[src/rtl/serial_cmpr_ctrl_if.sv]
// Handshake/bus bundle between the word-compare sequencer and its surroundings.
// Latency: none (wires only).
// Backpressure: bit_valid from upstream stalls the scan; no downstream backpressure.
//
// Signals:
//   start                       request a new comparison
//   bit_valid                   slice triple valid for bit_idx this cycle
//   alessb, aequalb, agreaterb  1-bit slice results for the current bit pair
//   bit_idx                     bit position requested from the upstream mux
//   busy, done                  scan in progress / one-cycle completion pulse
//   lt, eq, gt, err             held word-compare result and one-hot error flag
interface serial_cmpr_ctrl_if #(
    parameter int WIDTH = 8
);
    localparam int IDXW = $clog2(WIDTH);

    logic            start;
    logic            bit_valid;
    logic            alessb;
    logic            aequalb;
    logic            agreaterb;
    logic [IDXW-1:0] bit_idx;
    logic            busy;
    logic            done;
    logic            lt;
    logic            eq;
    logic            gt;
    logic            err;

    // Requester / slice side
    modport master (
        output start, bit_valid, alessb, aequalb, agreaterb,
        input  bit_idx, busy, done, lt, eq, gt, err
    );

    // Sequencer side
    modport slave (
        input  start, bit_valid, alessb, aequalb, agreaterb,
        output bit_idx, busy, done, lt, eq, gt, err
    );
endinterface

[src/rtl/serial_cmpr_ctrl.sv]
// Sequences a 1-bit comparator slice MSB-first to produce a WIDTH-bit lt/eq/gt result.
// Latency: WIDTH cycles from start acceptance (WIDTH-k on early exit at bit k), +1 per stall.
// Backpressure: bit_valid low freezes the scan; start is only accepted in IDLE or DONE.
//
// Ports:
//   clk  rising-edge clock
//   rst  asynchronous active-high reset
//   bus  serial_cmpr_ctrl_if.slave (start/bit_valid/slice triple in; bit_idx/busy/done/lt/eq/gt/err out)
module serial_cmpr_ctrl #(
    parameter int WIDTH      = 8,
    parameter bit EARLY_EXIT = 1'b1
) (
    input  logic               clk,
    input  logic               rst,
    serial_cmpr_ctrl_if.slave  bus
);
    localparam int              IDXW    = $clog2(WIDTH);
    localparam logic [IDXW-1:0] IDX_TOP = IDXW'(WIDTH - 1);

    typedef enum logic [1:0] {
        S_IDLE = 2'd0,
        S_SCAN = 2'd1,
        S_DONE = 2'd2
    } state_t;

    state_t          state_q, state_d;
    logic [IDXW-1:0] bit_idx_q, bit_idx_d;
    logic            lt_q, lt_d;
    logic            eq_q, eq_d;
    logic            gt_q, gt_d;
    logic            err_q, err_d;
    logic            decided_q, decided_d;

    logic            onehot;
    logic            load_start;
    logic            early_stop;

    // Exactly one of the three slice outputs may be high for a sane bit pair.
    assign onehot = (bus.alessb & ~bus.aequalb & ~bus.agreaterb) |
                    (~bus.alessb & bus.aequalb & ~bus.agreaterb) |
                    (~bus.alessb & ~bus.aequalb & bus.agreaterb);

    always_ff @(posedge clk or posedge rst) begin
        if (rst) begin
            state_q   <= S_IDLE;
            bit_idx_q <= IDX_TOP;
            lt_q      <= 1'b0;
            eq_q      <= 1'b0;
            gt_q      <= 1'b0;
            err_q     <= 1'b0;
            decided_q <= 1'b0;
        end else begin
            state_q   <= state_d;
            bit_idx_q <= bit_idx_d;
            lt_q      <= lt_d;
            eq_q      <= eq_d;
            gt_q      <= gt_d;
            err_q     <= err_d;
            decided_q <= decided_d;
        end
    end

    always_comb begin
        state_d    = state_q;
        bit_idx_d  = bit_idx_q;
        lt_d       = lt_q;
        eq_d       = eq_q;
        gt_d       = gt_q;
        err_d      = err_q;
        decided_d  = decided_q;
        load_start = 1'b0;
        early_stop = 1'b0;

        case (state_q)
            S_IDLE: begin
                if (bus.start) begin
                    load_start = 1'b1;
                end
            end

            S_SCAN: begin
                if (bus.bit_valid) begin
                    if (!onehot) begin
                        // A corrupt slice invalidates any earlier decision.
                        err_d   = 1'b1;
                        lt_d    = 1'b0;
                        eq_d    = 1'b0;
                        gt_d    = 1'b0;
                        state_d = S_DONE;
                    end else begin
                        // Only the first (most significant) difference decides.
                        if ((bus.agreaterb | bus.alessb) && !decided_q) begin
                            gt_d       = bus.agreaterb;
                            lt_d       = bus.alessb;
                            decided_d  = 1'b1;
                            early_stop = EARLY_EXIT;
                        end

                        // On early exit bit_idx stays at the deciding bit.
                        if (early_stop) begin
                            state_d = S_DONE;
                        end else if (bit_idx_q == '0) begin
                            state_d = S_DONE;
                            if (!decided_d) begin
                                eq_d = 1'b1;
                            end
                        end else begin
                            bit_idx_d = bit_idx_q - 1'b1;
                        end
                    end
                end
            end

            S_DONE: begin
                if (bus.start) begin
                    load_start = 1'b1;
                end else begin
                    state_d = S_IDLE;
                end
            end

            default: begin
                state_d = S_IDLE;
            end
        endcase

        // Results from the previous comparison are held until a start is taken.
        if (load_start) begin
            state_d   = S_SCAN;
            bit_idx_d = IDX_TOP;
            lt_d      = 1'b0;
            eq_d      = 1'b0;
            gt_d      = 1'b0;
            err_d     = 1'b0;
            decided_d = 1'b0;
        end
    end

    // All outputs come straight from state registers.
    assign bus.bit_idx = bit_idx_q;
    assign bus.busy    = (state_q == S_SCAN);
    assign bus.done    = (state_q == S_DONE);
    assign bus.lt      = lt_q;
    assign bus.eq      = eq_q;
    assign bus.gt      = gt_q;
    assign bus.err     = err_q;
endmodule

[src/flat_wrapper.sv]
// flat-port wrapper written by rule: the top's interface ports become plain ports
module serial_cmpr_ctrl_flat 
#(
    parameter int WIDTH      = 8,
    parameter bit EARLY_EXIT = 1'b1
)
  (clk, rst, bus_start, bus_bit_valid, bus_alessb, bus_aequalb, bus_agreaterb, bus_bit_idx, bus_busy, bus_done, bus_lt, bus_eq, bus_gt, bus_err);
  serial_cmpr_ctrl_if #(.WIDTH(WIDTH)) bus_i ();
  input  logic clk;
  input  logic rst;
  input wire logic [$bits(bus_i.start)-1:0] bus_start;
  input wire logic [$bits(bus_i.bit_valid)-1:0] bus_bit_valid;
  input wire logic [$bits(bus_i.alessb)-1:0] bus_alessb;
  input wire logic [$bits(bus_i.aequalb)-1:0] bus_aequalb;
  input wire logic [$bits(bus_i.agreaterb)-1:0] bus_agreaterb;
  output wire logic [$bits(bus_i.bit_idx)-1:0] bus_bit_idx;
  output wire logic [$bits(bus_i.busy)-1:0] bus_busy;
  output wire logic [$bits(bus_i.done)-1:0] bus_done;
  output wire logic [$bits(bus_i.lt)-1:0] bus_lt;
  output wire logic [$bits(bus_i.eq)-1:0] bus_eq;
  output wire logic [$bits(bus_i.gt)-1:0] bus_gt;
  output wire logic [$bits(bus_i.err)-1:0] bus_err;
  assign bus_i.start = bus_start;
  assign bus_i.bit_valid = bus_bit_valid;
  assign bus_i.alessb = bus_alessb;
  assign bus_i.aequalb = bus_aequalb;
  assign bus_i.agreaterb = bus_agreaterb;
  assign bus_bit_idx = bus_i.bit_idx;
  assign bus_busy = bus_i.busy;
  assign bus_done = bus_i.done;
  assign bus_lt = bus_i.lt;
  assign bus_eq = bus_i.eq;
  assign bus_gt = bus_i.gt;
  assign bus_err = bus_i.err;
  serial_cmpr_ctrl #(.WIDTH(WIDTH), .EARLY_EXIT(EARLY_EXIT)) u_core (.clk(clk), .rst(rst), .bus(bus_i));
endmodule
[config.mk]
export PLATFORM = sky130hd
export DESIGN_NAME = serial_cmpr_ctrl_flat
export DESIGN_NICKNAME = d
export VERILOG_FILES = /design/src/rtl/serial_cmpr_ctrl_if.sv /design/src/rtl/serial_cmpr_ctrl.sv /design/src/flat_wrapper.sv
export SDC_FILE = /design/constraint.sdc
export NUM_CORES = 1
export LEC_CHECK = 0
export CORE_AREA = 8 8 45 47
export DETAILED_ROUTE_END_ITERATION = 10
export DIE_AREA = 0 0 53 55
export PLACE_DENSITY = 0.77
export RECOVER_POWER = 50
export SETUP_SLACK_MARGIN = 0.02
export SLEW_MARGIN = 10
export SYNTH_ARGS = -nofsm -noshare
export SYNTH_HDL_FRONTEND = slang
export SYNTH_SLANG_ARGS = --single-unit
[constraint.sdc]
create_clock -name clk -period 3 [get_ports clk]
set_input_delay 0.45 -clock clk [delete_from_list [all_inputs] [get_ports clk]]
set_output_delay 0.45 -clock clk [all_outputs]
set_load 0.1 [all_outputs]
== Word level (Yosys, flattened, before mapping) ==
Cells that the tools add are included.
Cells by class
  bitwise operators: 12
  equal/unequal tests: 13
  $add $sub $neg: 1
  mux-type cells: 48
  reduce and logical (&&, ||, !) cells: 14
Operator list (count)
  $mux 1: 35
  $mux 3: 6
  $mux 2: 6
  $ne 3x3->1 const B: 4
  $reduce_and 5->1: 2
  $reduce_and 3->1: 3
  $and 1x1->1: 6
  $ne 2x1->1 const B: 3
  $ne 3x2->1 const B: 2
  $pmux 2 s3: 1
  $reduce_bool 2->1: 3
  $ne 5x5->1 const B: 1
  $reduce_and 4->1: 1
  $logic_not 3->1: 1
  $not 1->1: 3
  $or 1x1->1: 3
  $sub 3x1->3 const B: 1
  $eq 2x1->1 const B: 1
  $eq 2x2->1 const B: 1
  $logic_not 2->1: 1
  $ne 2x2->1 const B: 1
  $reduce_or 2->1: 1
  $logic_and 1x1->1: 1
  $logic_not 1->1: 1
Word-level totals
  output and inout port bits: 9
  logic and storage cells: 95
  input port bits: 7
  flip-flop bits (word level): 10

== Depth between registers and ports, before layout ==
  depth in word-level cells: 15
  depth in mapped cells: 6
  depth with buffers taken out: 6

== Worst setup path after synthesis ==
No wires, ideal clock.
  path kind: register to output
  from: register u_core.state_q[0]
  to: output port bus_busy
  cell stages (with the launch flop): 2
  data arrival time: 1.773 ns
  buffers on the path: 0
  setup slack: 0.777 ns
  cells stage by stage: dfrtp_1 nor2b_1
On the way
  longest elaborated chain between the ends: 1
Ends and longest elaborated chain
  from (decl): line serial_cmpr_ctrl.sv:26  | state_t state_q, state_d;
  from (signal assigned): line serial_cmpr_ctrl.sv:53  | state_q <= state_d;
  $eq 2x1->1: line serial_cmpr_ctrl.sv:141  | assign bus.busy = (state_q == S_SCAN);
  to (decl): line flat_wrapper.sv:17  | output wire logic [$bits(bus_i.busy)-1:0] bus_busy;
Every way passes these cells.

== Final worst setup path ==
  from: register u_core.err_q, in the netlist u_core.bus.err
  to: output port bus_err
RTL lines
  from (decl): line serial_cmpr_ctrl.sv:31  | logic err_q, err_d;
  from (signal assigned): line serial_cmpr_ctrl.sv:58  | err_q <= err_d;
  to (decl): line flat_wrapper.sv:22  | output wire logic [$bits(bus_i.err)-1:0] bus_err;
No word-level cell between the ends.

==> results.toml <==
[floorplan]
die_w_um = 53
die_y_um = 55
start_util_pct = 41.1
core.rowCount = 14
dieArea_um2 = 2920
boundaryPins = 16
core-area_um2 = 1380

[setup_path]
worstPathMaxFanout = 2
crit_chain = "clkbuf_1"
critical_path_class = "register to output pin"
slowest_delay_ns = 0.87
critPathCaptureType = "output pin"
cp_num_buf_inv = 1
critPathArrivalTime_ns = 1.49
worstSetupStartpointType = "register"
critPathTopFamily = "buffers and inverters"
slowest_stage = "clkbuf_1"
critPathRequiredTime_ns = 2.55

[sta]
relSlewSlack_pct = 20.6
fmax_mhz = 517
fin_skew_ns = 0.00433
min_period_ns = 1.94
setup_slack_ns = 1.06
rsz0062_at_grt = "false"
worst_pin_slew_ns = 1.20
fin_crit_sh_pct = 64.5
hold_viol_final = 0
tns_ns = 0
hold_slack_ns = 0.519
slew_viol_final = 0
setup_viol = 0

[drt]
wire_per_inst_um = 14.2
vias_per_cell = 5.29
dr.pass1.iters = 2
drcViolationCount = 0
drt_wl_total_um = 1330
num_vias = 497
postRouteAntennaNets = 0
dr.first_iter.drc_count = 5

[global_routing]
grt_pass1_wl_um = 2210
grt-ovfl-total = 0
grt_usage_pct = 10.3
antenna_found_initial = 0
grt_pass1_vias = 479
grt_max_degree = 11

[finish]
final_nets = 88
instances_no_fill = 94
utilization_pct = 52.6
seqCellArea_um2 = 254
antenna_cells = 0
fillCellCount = 149
multiInputGateArea_um2 = 300
area_growth_syn_to_layout_pct = 27.9
final_common_cell = "nor2_1"
drive_above_1_share_pct = 16.7
final_cell_mix = "nor2_1, dfrtp_1, clkbuf_1, clkdlybuf4s50_1, buf_4"

[cts]
post_cts_buffers = 0
cts_tree = "built"
cts_buffer_depth = 2
root_buffer = "clkbuf_4"
cts-resized-gates = 0
hold_buffers = 0
cts_buffers = 3
clk_latency_ns = 0.26
clock_sinks = 10
htree_levels = 1
clkSlewWorstSetupHoldPaths_ns = 0.07

[outcome]
status = "completed"

[synthesis]
synth-edff-count = 0
synth_flop_cell = "dfrtp_1"
synth_nets = 68
avgSynthCellArea_um2 = 9.65
syn_area_um2 = 569
synth-seq-cells = 10
yosysSeqAreaShare_pct = 44.6
yosys.area.top_type = "dfrtp_1"
synthTopCellsByArea = "dfrtp_1, dfstp_2, nor2_1"
netlist.area_leader.share_pct = 30.8
synth-async-reset-ratio_pct = 100
syn_inst = 59
netlist-cell-type-count = 25
yosys_warnings = 0

[place]
place_ws_ns = 0.967
port_buffers = 15
gp_congestion = 0.835
place_inst = 90
hpwl_um = 1040

[power_and_ir_drop]
p_leak_nw = 0.335
p_per_area_nw_per_um2 = 756
ir_drop_v = 0.000588

[worst_hold_path]
hold_class = "register to register"

[job]
max-cap-violations = 0
[path summary, 6_finish.rpt]
path                                        from                    end  slack (ns)  depth (start not counted)
max                               u_core.bus.err                bus_err        1.06                          1
min                               u_core.bus.err         u_core.bus.err        0.52                          1
max reg2reg                u_core.bus.bit_idx[0]  u_core.bus.bit_idx[0]        1.39                          6
min reg2reg                       u_core.bus.err         u_core.bus.err        0.52                          1
max in group asynchronous                    rst  u_core.bus.bit_idx[1]        2.06                          2
min in group asynchronous                    rst         u_core.bus.err        0.61                          2
[metrics by stage]
step / power (mW) / cell area (um^2)
after detailed placement: 0.464 / 717
after global placement: 0.460 / 717
after global routing: 0.582 / 728
final: 0.551 / 728
after floorplan: 0.399 / 569
after CTS: 0.564 / 743
[state kept, by name, indices dropped and copies added (netlist names)]
| register | count |
|---|---|
| u_core.bus.eq | 1 |
| u_core.decided_q | 1 |
| u_core.state_q | 2 |
| u_core.bus.lt | 1 |
| u_core.bus.bit_idx | 3 |
| u_core.bus.gt | 1 |
| u_core.bus.err | 1 |
[synthesized netlist by cell type, types with 2 or more instances]
cell type / n
nand3_1: 2
o21a_1: 2
dfrtp_1: 7
mux2i_1: 3
nand2b_1: 2
ha_1: 2
xor2_1: 2
a31oi_1: 2
nor2_1: 9
dfstp_2: 3
nor3_1: 2
inv_1: 4
nor2b_1: 3
o21ai_0: 4
a21oi_1: 2
[layout make-up]
cell class                      instances  area share, %
Multi-Input combinational cell         45           41.2
Tap cell                               16           2.75
Timing Repair Buffer                   15           15.5
Inverter                                4           2.06
Clock buffer                            4           3.61
Sequential cell                        10           34.9
[kinds of logic (layout without fill, tap and decap cells)]
| family | after synthesis | in the layout | share of synthesized area (%) |
|---|---|---|---|
| xor+xnor | 2 | 2 | 3.08 |
| mux | 3 | 3 | 5.27 |
| simple gates | 23 | 23 | 20.9 |
| fa+ha+maj | 2 | 2 | 4.39 |
| compound gates | 15 | 15 | 19.1 |
| buf+inv | 4 | 23 | 2.64 |
| flops | 10 | 10 | 44.6 |
[report_power, final]
group / internal [mW] / leakage [nW] / switching, mW
registers: 0.161 / 0.126 / 0.0222
clock network: 0.0513 / 0.0150 / 0.0463
logic: 0.0614 / 0.195 / 0.209
total: 0.273 / 0.335 / 0.277
[layer usage]
layer	track usage (%)	wire length (um)	share of wire (%)	vias up
li1	-	-	-	247
met1	11.7	565	42	239
met2	17.4	680	51	9
met3	3.48	63	4.7	2
met4	3.88	23	1.7	0
met5	0	0	0	-
(Power assumes the default switching activity.)
